==> src/rtl/icon_pkg.sv <==
// Shared types and defaults for the bot icon update scheduler.
// Octant codes run clockwise from north; locations are in 4-pixel icon units.
package icon_pkg;

    typedef enum logic [2:0] {
        OCT_N  = 3'd0,
        OCT_NE = 3'd1,
        OCT_E  = 3'd2,
        OCT_SE = 3'd3,
        OCT_S  = 3'd4,
        OCT_SW = 3'd5,
        OCT_W  = 3'd6,
        OCT_NW = 3'd7
    } octant_t;

    typedef enum logic [1:0] {
        ST_IDLE    = 2'd0,
        ST_PENDING = 2'd1,
        ST_COMMIT  = 2'd2
    } state_t;

    localparam int ICON_H_ACTIVE     = 640;
    localparam int ICON_V_ACTIVE     = 480;
    localparam int ICON_LOC_MIN      = 2;
    localparam int ICON_LOCX_MAX     = 158;
    localparam int ICON_LOCY_MAX     = 118;
    localparam int ICON_STALE_FRAMES = 60;
    localparam int ICON_BLINK_FRAMES = 16;

    localparam logic [7:0] LOCX_RESET = 8'd80;
    localparam logic [7:0] LOCY_RESET = 8'd60;

    function automatic logic [7:0] clamp_loc(input logic [7:0] val,
                                             input logic [7:0] lo,
                                             input logic [7:0] hi);
        if (val < lo)
            return lo;
        else if (val > hi)
            return hi;
        else
            return val;
    endfunction

endpackage

==> src/rtl/orie_stepper.sv <==
// Next displayed octant: one step toward the target along the shorter way round,
// with the half-turn tie going clockwise.
module orie_stepper (
    input  logic [2:0] cur,
    input  logic [2:0] target,
    output logic [2:0] orie_next
);

    logic [2:0] diff;

    always_comb begin
        diff = target - cur;
        if (diff == 3'd0)
            orie_next = cur;
        else if (diff <= 3'd4)
            orie_next = cur + 3'd1;
        else
            orie_next = cur - 3'd1;
    end

endmodule

==> src/rtl/icon_ctrl.sv <==
// Bot icon update scheduler: buffers position/orientation updates and commits them
// at the start of vertical blank, steps orientation per frame and blinks when stale.
module icon_ctrl
    import icon_pkg::*;
#(
    parameter int H_ACTIVE     = ICON_H_ACTIVE,
    parameter int V_ACTIVE     = ICON_V_ACTIVE,
    parameter int LOC_MIN      = ICON_LOC_MIN,
    parameter int LOCX_MAX     = ICON_LOCX_MAX,
    parameter int LOCY_MAX     = ICON_LOCY_MAX,
    parameter int STALE_FRAMES = ICON_STALE_FRAMES,
    parameter int BLINK_FRAMES = ICON_BLINK_FRAMES
)(
    input  logic       clk,
    input  logic       reset,
    input  logic [9:0] vert,
    input  logic [9:0] horz,
    input  logic       upd_valid,
    input  logic [7:0] upd_LocX,
    input  logic [7:0] upd_LocY,
    input  logic [2:0] upd_Orie,
    output logic       upd_ready,
    output logic [7:0] bot_LocX,
    output logic [7:0] bot_LocY,
    output logic [2:0] bot_Orie,
    output logic       icon_en,
    output logic       frame_tick
);

    // An oversized max is pulled back so the 8-pixel icon margin always stays on screen.
    localparam int LOCX_HI = (LOCX_MAX * 4 + 8 <= H_ACTIVE) ? LOCX_MAX : (H_ACTIVE - 8) / 4;
    localparam int LOCY_HI = (LOCY_MAX * 4 + 8 <= V_ACTIVE) ? LOCY_MAX : (V_ACTIVE - 8) / 4;
    localparam int STALE_W = $clog2(STALE_FRAMES + 1);
    localparam int BLINK_W = $clog2(BLINK_FRAMES + 1);

    state_t             state;
    state_t             state_next;
    logic               accept;
    logic               commit;
    logic               blank_start;
    logic [7:0]         shadow_locx;
    logic [7:0]         shadow_locy;
    logic [2:0]         shadow_orie;
    logic [2:0]         target_orie;
    logic [2:0]         orie_step;
    logic [STALE_W-1:0] stale_cnt;
    logic [BLINK_W-1:0] blink_cnt;

    assign accept      = upd_valid && upd_ready;
    assign blank_start = (vert == 10'(V_ACTIVE)) && (horz == 10'd0);

    orie_stepper u_orie_stepper (
        .cur       (bot_Orie),
        .target    (target_orie),
        .orie_next (orie_step)
    );

    always_ff @(posedge clk) begin
        if (reset)
            state <= ST_IDLE;
        else
            state <= state_next;
    end

    always_comb begin
        state_next = state;
        case (state)
            ST_IDLE:    if (accept) state_next = ST_PENDING;
            ST_PENDING: if (frame_tick) state_next = ST_COMMIT;
            ST_COMMIT:  state_next = ST_IDLE;
            default:    state_next = ST_IDLE;
        endcase
    end

    always_comb begin
        upd_ready = (state != ST_COMMIT);
        commit    = (state == ST_COMMIT);
    end

    always_ff @(posedge clk) begin
        if (reset)
            frame_tick <= 1'b0;
        else
            frame_tick <= blank_start;
    end

    // Last accepted update wins, including one taken in the frame_tick cycle itself.
    always_ff @(posedge clk) begin
        if (reset) begin
            shadow_locx <= 8'd0;
            shadow_locy <= 8'd0;
            shadow_orie <= 3'd0;
        end else if (accept) begin
            shadow_locx <= clamp_loc(upd_LocX, 8'(LOC_MIN), 8'(LOCX_HI));
            shadow_locy <= clamp_loc(upd_LocY, 8'(LOC_MIN), 8'(LOCY_HI));
            shadow_orie <= upd_Orie;
        end
    end

    // The step fires one cycle before any commit, so it always sees the previous target.
    always_ff @(posedge clk) begin
        if (reset) begin
            bot_LocX    <= LOCX_RESET;
            bot_LocY    <= LOCY_RESET;
            bot_Orie    <= OCT_N;
            target_orie <= OCT_N;
        end else begin
            if (commit) begin
                bot_LocX    <= shadow_locx;
                bot_LocY    <= shadow_locy;
                target_orie <= shadow_orie;
            end
            if (frame_tick)
                bot_Orie <= orie_step;
        end
    end

    always_ff @(posedge clk) begin
        if (reset || commit) begin
            stale_cnt <= '0;
            blink_cnt <= '0;
            icon_en   <= 1'b1;
        end else if (frame_tick) begin
            if (stale_cnt == STALE_W'(STALE_FRAMES)) begin
                if (blink_cnt == BLINK_W'(BLINK_FRAMES - 1)) begin
                    blink_cnt <= '0;
                    icon_en   <= ~icon_en;
                end else begin
                    blink_cnt <= blink_cnt + BLINK_W'(1);
                end
            end else begin
                stale_cnt <= stale_cnt + STALE_W'(1);
            end
        end
    end

endmodule

==> config.mk <==
export PLATFORM = sky130hd
export DESIGN_NAME = icon_ctrl
export DESIGN_NICKNAME = d
export VERILOG_FILES = /design/src/rtl/icon_pkg.sv /design/src/rtl/orie_stepper.sv /design/src/rtl/icon_ctrl.sv
export SDC_FILE = /design/constraint.sdc
export NUM_CORES = 1
export LEC_CHECK = 0
export BUFFER_PORTS_ARGS = -buffer_cell sky130_fd_sc_hd__buf_2
export CORE_ASPECT_RATIO = 2
export CORE_UTILIZATION = 23
export DETAILED_ROUTE_END_ITERATION = 7
export PLACE_DENSITY = 0.47
export RECOVER_POWER = 100
export SYNTH_ARGS = -nofsm -noshare
export SYNTH_HDL_FRONTEND = slang
export SYNTH_SLANG_ARGS = --single-unit
==> constraint.sdc <==
create_clock -name clk -period 3.15 [get_ports clk]
set_input_delay 0.1575 -clock clk [delete_from_list [all_inputs] [get_ports clk]]
set_output_delay 0.1575 -clock clk [all_outputs]
set_load 0.02 [all_outputs]
==> metrics.cfg, run 1 <==
[status]
status = finished, violations left
violations = max-capacitance violations, max-slew violations

[sta]
slew_violations = 48
slew_headroom_pct = -37.0
worst_pin_slew_ns = 2.05
fin_hold_ws_ns = 0.107
timing.setup.tns_ns = 0
max_clock_freq_ghz = 0.379
fin_crit_sh_pct = 83.7
fin_crit_ns = 2.64
setup_viol = 0
finClkSkew_ns = 0.00807
hold_violations = 0
rsz0062_at_grt = no

[hold_path]
whs_path_depth = 4
worstHoldStart = horz[5]
whs_endpoint = frame_tick$_SDFF_PP0_
hold_class = input port to register

[routing]
routed_wl_um = 5880
routed_via_density = 4.49
drc = 0
first_iter_violations = 84
ant_nets = 0
dr.pass1.iters = 4
routed-via-count = 2152
routedWlPerCell_um = 12.3

[setup_path]
crit_path_max_fanout = 4
path_cells = inv_1 -> ha_1 -> nor2b_1 -> o21a_1 -> nor2_1 -> a21oi_1 -> fa_1 -> xor2_1 -> nand2_1 -> mux2i_1 -> mux2_1
end_kind = register
crit_path_max_incr_delay_ns = 0.40
reg2reg_to = bot_Orie[2]$_SDFFE_PP0P_
reg2reg_depth = 11
path_class = register to register
crit_arrival_ns = 2.82
cp_top_family = adder cells
startpoint_type = register
r2r-start = bot_Orie[1]$_SDFFE_PP0P_
crit_required_ns = 3.33
rrSetupSlack_ns = 0.51
cp_slowest_cell = dfxtp_1
worst-path-buf-inv = 1

[yosys]
synth_edf_count = 0
synth_mux_area_share_pct = 1.75
synth_area_per_cell_sq_um = 8.33
synth_cell_type_count = 45
netlist_area_sq_mm = 0.00236
ys_seq_area_share_pct = 47.4
synthXorXnorAreaFrac_pct = 3.33
synth_fa_ha_area_share_pct = 3.49
async_reset_ff_share_pct = 0
yosys.area_share.simple_pct = 28.3
yosys_register_bits = 56
syn_inst = 284
ys_warn_count = 0
ys.flop_type = dfxtp_1
synth_top_family_by_area = simple AND/OR/NAND/NOR gates
syn-num-nets = 332
synth_compound_area_share_pct = 12.1

[final_layout]
final_layout_size_suffix_gt1_share_pct = 15.4
synthToLayoutAreaGrowth_pct = 24.3
diodes = 0
final_cell_count_no_fill = 479
fin_nets = 391

[floorplanning]
start_util_pct = 23.4
die_y_um = 145
core-area_sq_mm = 0.0101
num_rows = 52
die_width_um = 73.7
ioPinCount = 64
die_area_sq_mm = 0.0107

[power]
leakage_nw = 1.15
p_sw_mw = 0.310
seqPwrFrac_pct = 50.4
p_per_area_mw_per_mm2 = 493
power_frac_clock_pct = 43.8
peakVddDrop_mv = 0.283
internal-power_mw = 1.14
pwr-share-comb_pct = 5.8
swShare_pct = 21.4

[placed_design]
dp_cells = 471
port_buffers = 63
place.gp.congestion = 0.737
dp_hpwl_um = 4220

[clock_tree]
cts_buffers = 5
cts_setup_buffers = 0
insertion_delay_ns = 0.29
clk_path_buf_depth = 2
clk_pin_slew_ns = 0.07
cts_tree = done
cts_resized = 0
h-tree-depth = 2
cts_sinks = 56
cts_root_buf = clkbuf_16
hold_buffers = 0

[grt]
grt_start_max_net_pins = 48
antenna_found_initial = 0
grt_pass1_vias = 2171
grt_pass1_wl_um = 10100
grt.total_usage_pct = 12.0
grt_overflow_total = 0

[flow_run]
maxCapViolations = 1

## through the flow
stage / util, % / worst slack, ns / power (mW) / area, sq um
floorplan: - / 0.581 / 0.790 / 2360
global placement: 27.9 / 0.613 / 0.832 / 2810
detailed placement: 27.9 / 0.540 / 0.833 / 2810
CTS: 29.6 / 0.525 / 1.48 / 2980
global route: 29.2 / 0.181 / 1.52 / 2940
finish: 29.2 / 0.513 / 1.45 / 2940
## logic make-up (layout without fill, tap and decap cells)
family,count (synthesis),count (layout)
multiplexers,4,4
AO/OA/AOI/OAI,46,46
flip-flops,56,56
buffers and inverters,22,82
AND/OR/NAND/NOR,141,141
adder cells (fa/ha/maj),6,6
XOR/XNOR,9,9
## worst min-delay path, delay by kind of cell
family	cells	cell delay, ns
AND/OR/NAND/NOR	3	0.12
buffers and inverters	1	0.07
## cell usage after synthesis, types with 2 or more instances
cell type	instances	area share, %
a41oi_1	2	0.74
or3_1	3	0.79
clkbuf_1	11	1.7
inv_2	2	0.32
ha_1	5	2.6
a31oi_1	2	0.53
a211oi_1	3	0.95
xor2_1	6	2.2
o21ai_1	2	0.42
inv_1	7	1.1
a21oi_1	25	5.3
and3_1	3	0.79
nor3_1	14	3.0
nand3_1	4	0.85
nor2_1	27	4.3
o22ai_1	2	0.53
nor3_2	2	0.85
nor4_1	4	1.1
nand3b_1	7	2.2
nor2b_1	3	0.79
nand4_1	2	0.53
o21a_1	2	0.63
nand2_1	62	9.8
dfxtp_1	56	47
nand4b_1	2	0.74
mux2i_1	3	1.3
or4_1	2	0.63
xnor2_1	3	1.1
buf_2	2	0.42
## area by class of cell
type / instances / area, sq um
timing repair buffer: 65 / 298
multi-input combinational: 206 / 1150
tap: 135 / 169
clock buffer: 6 / 129
inverter: 9 / 33.8
clock inverter: 2 / 38.8
sequential: 56 / 1120
fill: 1146 / 7140
## registers in the layout (all words and copies together), names as in the netlist
name	flops
bot_LocX	8
bot_LocY	8
shadow_locx	8
shadow_locy	8
stale_cnt	6
blink_cnt	5
bot_Orie	3
shadow_orie	3
target_orie	3
state	2
frame_tick	1
icon_en	1
## placed cells by master, fill, tap and decap left out, types with 3 or more instances in the layout
master,n
a211oi_1,3
clkbuf_16,5
buf_2,40
nand3b_1,7
a21oi_1,25
xor2_1,6
ha_1,5
nor2b_1,3
nor4_1,4
or3_1,3
nand3_1,4
mux2i_1,3
xnor2_1,3
dfxtp_1,56
nor2_1,27
and3_1,3
inv_1,9
nand2_1,62
nor3_1,14
clkbuf_1,25
## metal layers
| layer | vias up | wire (um) | global-route usage, % |
|---|---|---|---|
| met5 | - | 0 | 0 |
| met4 | 0 | 105 | 5.00 |
| met3 | 5 | 277 | 2.22 |
| met2 | 49 | 3130 | 21.5 |
| met1 | 1009 | 2370 | 13.4 |
| li1 | 1089 | - | - |
## how the worst max path moves through the flow
| stage | start | endpoint | depth (start not counted) |
|---|---|---|---|
| final | bot_Orie[1]$_SDFFE_PP0P_ | bot_Orie[2]$_SDFFE_PP0P_ | 11 |
| after global routing | state[1]$_SDFFE_PP0P_ | shadow_locx[1]$_SDFFE_PP0P_ | 6 |
| after detailed placement | bot_Orie[1]$_SDFFE_PP0P_ | bot_Orie[2]$_SDFFE_PP0P_ | 11 |
| after floorplan | bot_Orie[1]$_SDFFE_PP0P_ | bot_Orie[2]$_SDFFE_PP0P_ | 11 |
| after CTS | bot_Orie[1]$_SDFFE_PP0P_ | bot_Orie[2]$_SDFFE_PP0P_ | 11 |
| after global placement | bot_Orie[1]$_SDFFE_PP0P_ | bot_Orie[2]$_SDFFE_PP0P_ | 11 |
## power groups by stage
| stage | combinational, mW | sequential (mW) | clock, mW |
|---|---|---|---|
| after floorplan | 0.0454 | 0.745 | 0 |
| after global placement | 0.0853 | 0.746 | 0 |
| after detailed placement | 0.0865 | 0.747 | 0 |
| after CTS | 0.0871 | 0.730 | 0.661 |
| after global routing | 0.0972 | 0.732 | 0.689 |
| final | 0.0841 | 0.730 | 0.635 |
(Power assumes the default switching activity.)
==> run 2, diff against run 1 <==
- clock period: 3.15 -> 2.5 ns (I/O delays scaled with it)
==> metrics.cfg, run 2 (synthesis gave the netlist of run 1 again) <==
[grt]
grt_overflow_total = 0  ; unchanged
grt_pass1_vias = 2063  ; was 2171
antenna_found_initial = 0  ; unchanged
grt_start_max_net_pins = 27  ; was 48
grt_pass1_wl_um = 10100  ; about the same
grt.total_usage_pct = 12.1  ; was 12.0%

[routing]
route.met2.wl_um = 3410  ; was 3130 um
met3_length_um = 151  ; was 277 um
drt-met1-wl_um = 2330  ; was 2370 um
ant_nets = 0  ; unchanged
highest_layer = met4  ; unchanged
routed_wl_um = 6010  ; was 5880 um
routed_via_density = 4.38  ; was 4.49
first_iter_violations = 120  ; was 84
routed-via-count = 2117  ; was 2152
routedWlPerCell_um = 12.4  ; was 12.3 um
dr.pass1.iters = 4  ; unchanged
drc = 0  ; unchanged

[final_layout]
final_layout_size_suffix_gt1_share_pct = 18.1  ; was 15.4%
final_cell_count_no_fill = 483  ; was 479
fin_nets = 396  ; was 391
diodes = 0  ; unchanged
layout_common_cells = 62 x nand2_1, 55 x dfxtp_1, 40 x buf_2, 26 x nor2_1, 26 x clkbuf_1  ; was 62 x nand2_1, 56 x dfxtp_1, 40 x buf_2, 27 x nor2_1
mostFrequentLayoutCell = nand2_1  ; unchanged
fin_area_sq_mm = 0.00297  ; was 0.00294 sq mm
synthToLayoutAreaGrowth_pct = 25.7  ; was 24.3%

[setup_path]
end_kind = register  ; unchanged
path_depth = 11  ; unchanged
path_class = register to register  ; unchanged
worst-path-buf-inv = 1  ; unchanged
r2r-start = bot_Orie[1]$_SDFFE_PP0P_  ; unchanged
crit_path_max_incr_delay_ns = 0.39  ; was 0.40 ns
reg2reg_to = bot_Orie[2]$_SDFFE_PP0P_  ; unchanged
crit_arrival_ns = 2.57  ; was 2.82 ns
startpoint_type = register  ; unchanged
rrSetupSlack_ns = 0.11  ; was 0.51 ns
reg2reg_depth = 11  ; unchanged
path_cells = inv_1 -> ha_4 -> nor2b_2 -> o21a_1 -> nor2_2 -> a21oi_2 -> fa_2 -> xor2_1 -> nand2_1 -> mux2i_1 -> mux2_1  ; was inv_1 -> ha_1 -> nor2b_1 -> o21a_1 -> nor2_1 -> a21oi_1 -> fa_1 -> xor2_1 -> nand2_1 -> mux2i_1 -> mux2_1
crit_required_ns = 2.68  ; was 3.33 ns
setup.worst_path.end = bot_Orie[2]$_SDFFE_PP0P_  ; unchanged
cp_slowest_cell = fa_2  ; was dfxtp_1
crit_path_max_fanout = 3  ; was 4
cp_top_family = adder cells  ; unchanged
crit_start = bot_Orie[1]$_SDFFE_PP0P_  ; unchanged

[sta]
worst_pin_slew_ns = 1.11  ; was 2.05 ns
timing.setup.tns_ns = 0  ; unchanged
rsz0062_at_grt = no  ; unchanged
finClkSkew_ns = 0.0103  ; was 0.00807 ns
slew_violations = 0  ; was 48
max_clock_freq_ghz = 0.419  ; was 0.379 GHz
hold_violations = 0  ; unchanged
slew_headroom_pct = 26.3  ; was -37.0%
setup_viol = 0  ; unchanged
fin_hold_ws_ns = 0.0711  ; was 0.107 ns
fin_crit_sh_pct = 95.6  ; was 83.7%
fin_crit_ns = 2.39  ; was 2.64 ns

[floorplanning]
die_y_um = 145  ; unchanged
num_rows = 52  ; unchanged
die_area_sq_mm = 0.0107  ; unchanged
die_width_um = 73.7  ; unchanged
start_util_pct = 23.4  ; unchanged
core-area_sq_mm = 0.0101  ; unchanged
ioPinCount = 64  ; unchanged

[placed_design]
port_buffers = 63  ; unchanged
dp_hpwl_um = 4450  ; was 4220 um
dp_cells = 474  ; was 471
placed_area_sq_mm = 0.00284  ; was 0.00281 sq mm
place.gp.congestion = 0.748  ; was 0.737

[flow_run]
maxCapViolations = 0  ; was 1

[hold_path]
hold_class = input port to register  ; unchanged

[clock_tree]
h-tree-depth = 2  ; unchanged
clk_path_buf_depth = 2  ; unchanged
cts_tree = done  ; unchanged
hold_buffers = 0  ; unchanged
clk_pin_slew_ns = 0.07  ; about the same
cts_buffers = 5  ; unchanged
insertion_delay_ns = 0.29  ; about the same
cts_sinks = 56  ; unchanged
cts_root_buf = clkbuf_16  ; unchanged

[power]
leakage_nw = 1.16  ; was 1.15 nW
p_per_area_mw_per_mm2 = 577  ; was 493 mW/mm^2
peakVddDrop_mv = 0.384  ; was 0.283 mV
power_mw = 1.71  ; was 1.45 mW

[status]
status = finished clean  ; was finished, violations left

run 2: timing repair:
item	in CTS	in global routing
setup endpoints to repair	1	1
endpoints found under the hold margin	0	0
pin swaps	0	3
resized for setup	1	6
buffers inserted	0	2
run 2: worst min path at each step:
stage / from / to / slack (ns) / cells after the start
after CTS: upd_Orie[2] / shadow_orie[2]$_SDFFE_PP0P_ / 0.07 / 3
final: upd_Orie[2] / shadow_orie[2]$_SDFFE_PP0P_ / 0.07 / 3
after global routing: upd_Orie[2] / shadow_orie[2]$_SDFFE_PP0P_ / 0.07 / 3
after floorplan: upd_LocY[1] / shadow_locy[1]$_SDFFE_PP0P_ / 0.26 / 2
after global placement: upd_Orie[2] / shadow_orie[2]$_SDFFE_PP0P_ / 0.38 / 3
after detailed placement: horz[3] / frame_tick$_SDFF_PP0_ / 0.38 / 3
run 2: worst register-to-register path: stages, from the launching register on:
cell	delay, ns
dfxtp_4	0.35
inv_1	0.06
ha_4	0.25
nor2b_2	0.16
o21a_1	0.19
nor2_2	0.11
a21oi_2	0.06
fa_2	0.39
xor2_1	0.14
nand2_1	0.06
mux2i_1	0.16
mux2_1	0.34
run 2: stage by stage:
stage | utilization, % | setup WS, ns
2_1_floorplan | - | 0.0307
3_3_place_gp | 28.1 | 0.0458
3_5_place_dp | 28.1 | -0.0446
4_1_cts | 29.5 | 0.00853
5_1_grt | 29.5 | 0.0114
6_report | 29.5 | 0.111
run 2: power breakdown:
part | switching (mW) | leakage, nW | total (mW) | internal [mW]
Combinational | 0.0580 | 0.640 | 0.106 | 0.0483
Sequential | 0.00991 | 0.456 | 0.919 | 0.909
Clock | 0.318 | 0.0673 | 0.689 | 0.371
Total | 0.386 | 1.16 | 1.71 | 1.33
run 2: metal layers:
layer	up-vias	track usage, %
met5	-	0
met4	0	5.19
met3	6	1.94
met2	26	22.0
met1	987	13.4
li1	1098	-
run 2: cell type report:
cell class / instances / area, sq um
timing repair buffer: 70 / 332
tap: 135 / 169
sequential: 56 / 1120
multi-input combinational: 206 / 1170
clock buffer: 6 / 129
clock inverter: 1 / 8.76
fill: 1113 / 7110
inverter: 9 / 33.8
==> run 3, diff against run 2 <==
- GPL_TIMING_DRIVEN: unset -> 1
- SETUP_SLACK_MARGIN: unset -> 0.15
- clock period: 2.5 -> 2.88 ns (I/O delays scaled with it)
==> metrics.cfg, run 3 (synthesis gave the netlist of run 1 again) <==
[routing]
ant_nets = 0  ; unchanged
routed_via_density = 4.43  ; was 4.38
routedWlPerCell_um = 11.9  ; was 12.4 um
drc = 0  ; unchanged
first_iter_violations = 55  ; was 120
dr.pass1.iters = 4  ; unchanged
routed_wl_um = 5690  ; was 6010 um
routed-via-count = 2124  ; was 2117

[setup_path]
path_cells = inv_1 -> ha_1 -> nor2b_1 -> o21a_1 -> nor2_1 -> a21oi_1 -> fa_1 -> xor2_1 -> nand2_1 -> mux2i_1 -> mux2_1  ; was inv_1 -> ha_4 -> nor2b_2 -> o21a_1 -> nor2_2 -> a21oi_2 -> fa_2 -> xor2_1 -> nand2_1 -> mux2i_1 -> mux2_1
reg2reg_to = bot_Orie[2]$_SDFFE_PP0P_  ; unchanged
crit_start = bot_Orie[1]$_SDFFE_PP0P_  ; unchanged
rrSetupSlack_ns = 0.31  ; was 0.11 ns
cp_slowest_cell = dfxtp_1  ; was fa_2
path_class = register to register  ; unchanged
crit_arrival_ns = 2.75  ; was 2.57 ns
end_kind = register  ; unchanged
reg2reg_depth = 11  ; unchanged
crit_path_max_incr_delay_ns = 0.40  ; was 0.39 ns
r2r-start = bot_Orie[1]$_SDFFE_PP0P_  ; unchanged
crit_path_max_fanout = 4  ; was 3
startpoint_type = register  ; unchanged
crit_required_ns = 3.06  ; was 2.68 ns

[clock_tree]
insertion_delay_ns = 0.29  ; about the same
cts_buffers = 5  ; unchanged
clk_path_buf_depth = 2  ; unchanged
h-tree-depth = 2  ; unchanged
clk_pin_slew_ns = 0.07  ; about the same
cts_tree = done  ; unchanged
cts_root_buf = clkbuf_16  ; unchanged
cts_sinks = 56  ; unchanged
cts_setup_buffers = 0  ; unchanged

[final_layout]
mostFrequentLayoutCell = nand2_1  ; unchanged
fin_area_sq_mm = 0.00295  ; was 0.00297 sq mm
synthToLayoutAreaGrowth_pct = 24.7  ; was 25.7%
layout_common_cells = 62 x nand2_1, 56 x dfxtp_1, 40 x buf_2, 27 x nor2_1, 25 x a21oi_1  ; was 62 x nand2_1, 55 x dfxtp_1, 40 x buf_2, 26 x nor2_1, 26 x clkbuf_1
diodes = 0  ; unchanged
final_layout_size_suffix_gt1_share_pct = 16.5  ; was 18.1%
fin_nets = 392  ; was 396
final_util_pct = 29.2  ; was 29.5%

[sta]
setup_viol = 0  ; unchanged
fin_crit_ns = 2.57  ; was 2.39 ns
hold_violations = 0  ; unchanged
timing.setup.tns_ns = 0  ; unchanged
rsz0062_at_grt = no  ; unchanged
finClkSkew_ns = 0.00665  ; was 0.0103 ns
max_clock_freq_ghz = 0.390  ; was 0.419 GHz
slew_violations = 48  ; was 0
slew_headroom_pct = -33.5  ; was 26.3%
fin_crit_sh_pct = 89.1  ; was 95.6%
worst_pin_slew_ns = 2.00  ; was 1.11 ns

[floorplanning]
start_util_pct = 23.4  ; unchanged
die_y_um = 145  ; unchanged
num_rows = 52  ; unchanged
die_width_um = 73.7  ; unchanged
core-area_sq_mm = 0.0101  ; unchanged
die_area_sq_mm = 0.0107  ; unchanged
ioPinCount = 64  ; unchanged

[grt]
antenna_found_initial = 0  ; unchanged
grt.total_usage_pct = 11.8  ; was 12.1%
grt_start_max_net_pins = 48  ; was 27
grt_pass1_vias = 2159  ; was 2063
grt_pass1_wl_um = 9770  ; was 10100 um
grt_overflow_total = 0  ; unchanged

[power]
peakVddDrop_mv = 0.282  ; was 0.384 mV
leakage_nw = 1.15  ; was 1.16 nW
p_per_area_mw_per_mm2 = 534  ; was 577 mW/mm^2

[placed_design]
place.gp.congestion = 0.727  ; was 0.748
placed_area_sq_mm = 0.00282  ; was 0.00284 sq mm
port_buffers = 63  ; unchanged
dp_hpwl_um = 4190  ; was 4450 um

[hold_path]
whs_endpoint = shadow_orie[1]$_SDFFE_PP0P_  ; was shadow_orie[2]$_SDFFE_PP0P_
worstHoldStart = upd_Orie[1]  ; was upd_Orie[2]
whs_path_depth = 3  ; unchanged
hold_class = input port to register  ; unchanged

[status]
violations = max-capacitance violations, max-slew violations
status = finished, violations left  ; was finished clean

[flow_run]
maxCapViolations = 1  ; was 0

==> run 3: final cells by class <==
| type | instances | area, sq um |
|---|---|---|
| clock inverter | 3 | 42.5 |
| multi-input combinational | 206 | 1150 |
| tap | 135 | 169 |
| inverter | 9 | 33.8 |
| fill | 1104 | 7140 |
| clock buffer | 5 | 125 |
| timing repair buffer | 66 | 303 |
| sequential | 56 | 1120 |
==> run 3: critical path, delay by kind of cell (launching register included) <==
family | cells | cell delay [ns]
flops | 1 | 0.40
xor+xnor | 1 | 0.17
mux | 2 | 0.49
buf+inv | 1 | 0.06
fa+ha+maj | 2 | 0.72
simple gates | 3 | 0.38
compound gates | 2 | 0.25
==> run 3: timing repair <==
action / in CTS / in global routing
hold buffers: 0 / 0
endpoints found under the setup margin: 0 / 1
gates resized for setup: 0 / 1
endpoints found under the hold margin: 0 / 0
==> run 3: worst max-delay path by stage <==
stage,end,cells past startpoint
floorplan,bot_Orie[2]$_SDFFE_PP0P_,11
global placement,bot_Orie[2]$_SDFFE_PP0P_,11
detailed placement,bot_Orie[2]$_SDFFE_PP0P_,11
CTS,bot_Orie[2]$_SDFFE_PP0P_,11
global route,bot_Orie[2]$_SDFFE_PP0P_,11
finish,bot_Orie[2]$_SDFFE_PP0P_,11
==> run 3: metal layers <==
layer / track usage, % / share of wire [%] / vias up
li1: - / - / 1086
met5: 0 / 0 / -
met2: 20.3 / 53 / 31
met3: 2.42 / 3.3 / 5
met1: 13.2 / 41 / 1002
met4: 6.06 / 2.0 / 0
==> run 3: stage by stage <==
stage                     power, mW  std cells  hold slack (ns)  worst slack [ns]
after floorplan               0.864        284            0.278             0.311
after global placement        0.910        472            0.400             0.346
after detailed placement      0.911        472            0.402             0.313
after CTS                      1.61        480           0.0889             0.293
after global routing           1.65        480            0.103             0.125
final                          1.57        480           0.0937             0.315
==> run 3: report_power, final <==
group | internal [mW] | leakage, nW | switching, mW
logic | 0.0422 | 0.618 | 0.0493
clock network | 0.409 | 0.0798 | 0.275
registers | 0.790 | 0.455 | 0.00810
total | 1.24 | 1.15 | 0.333
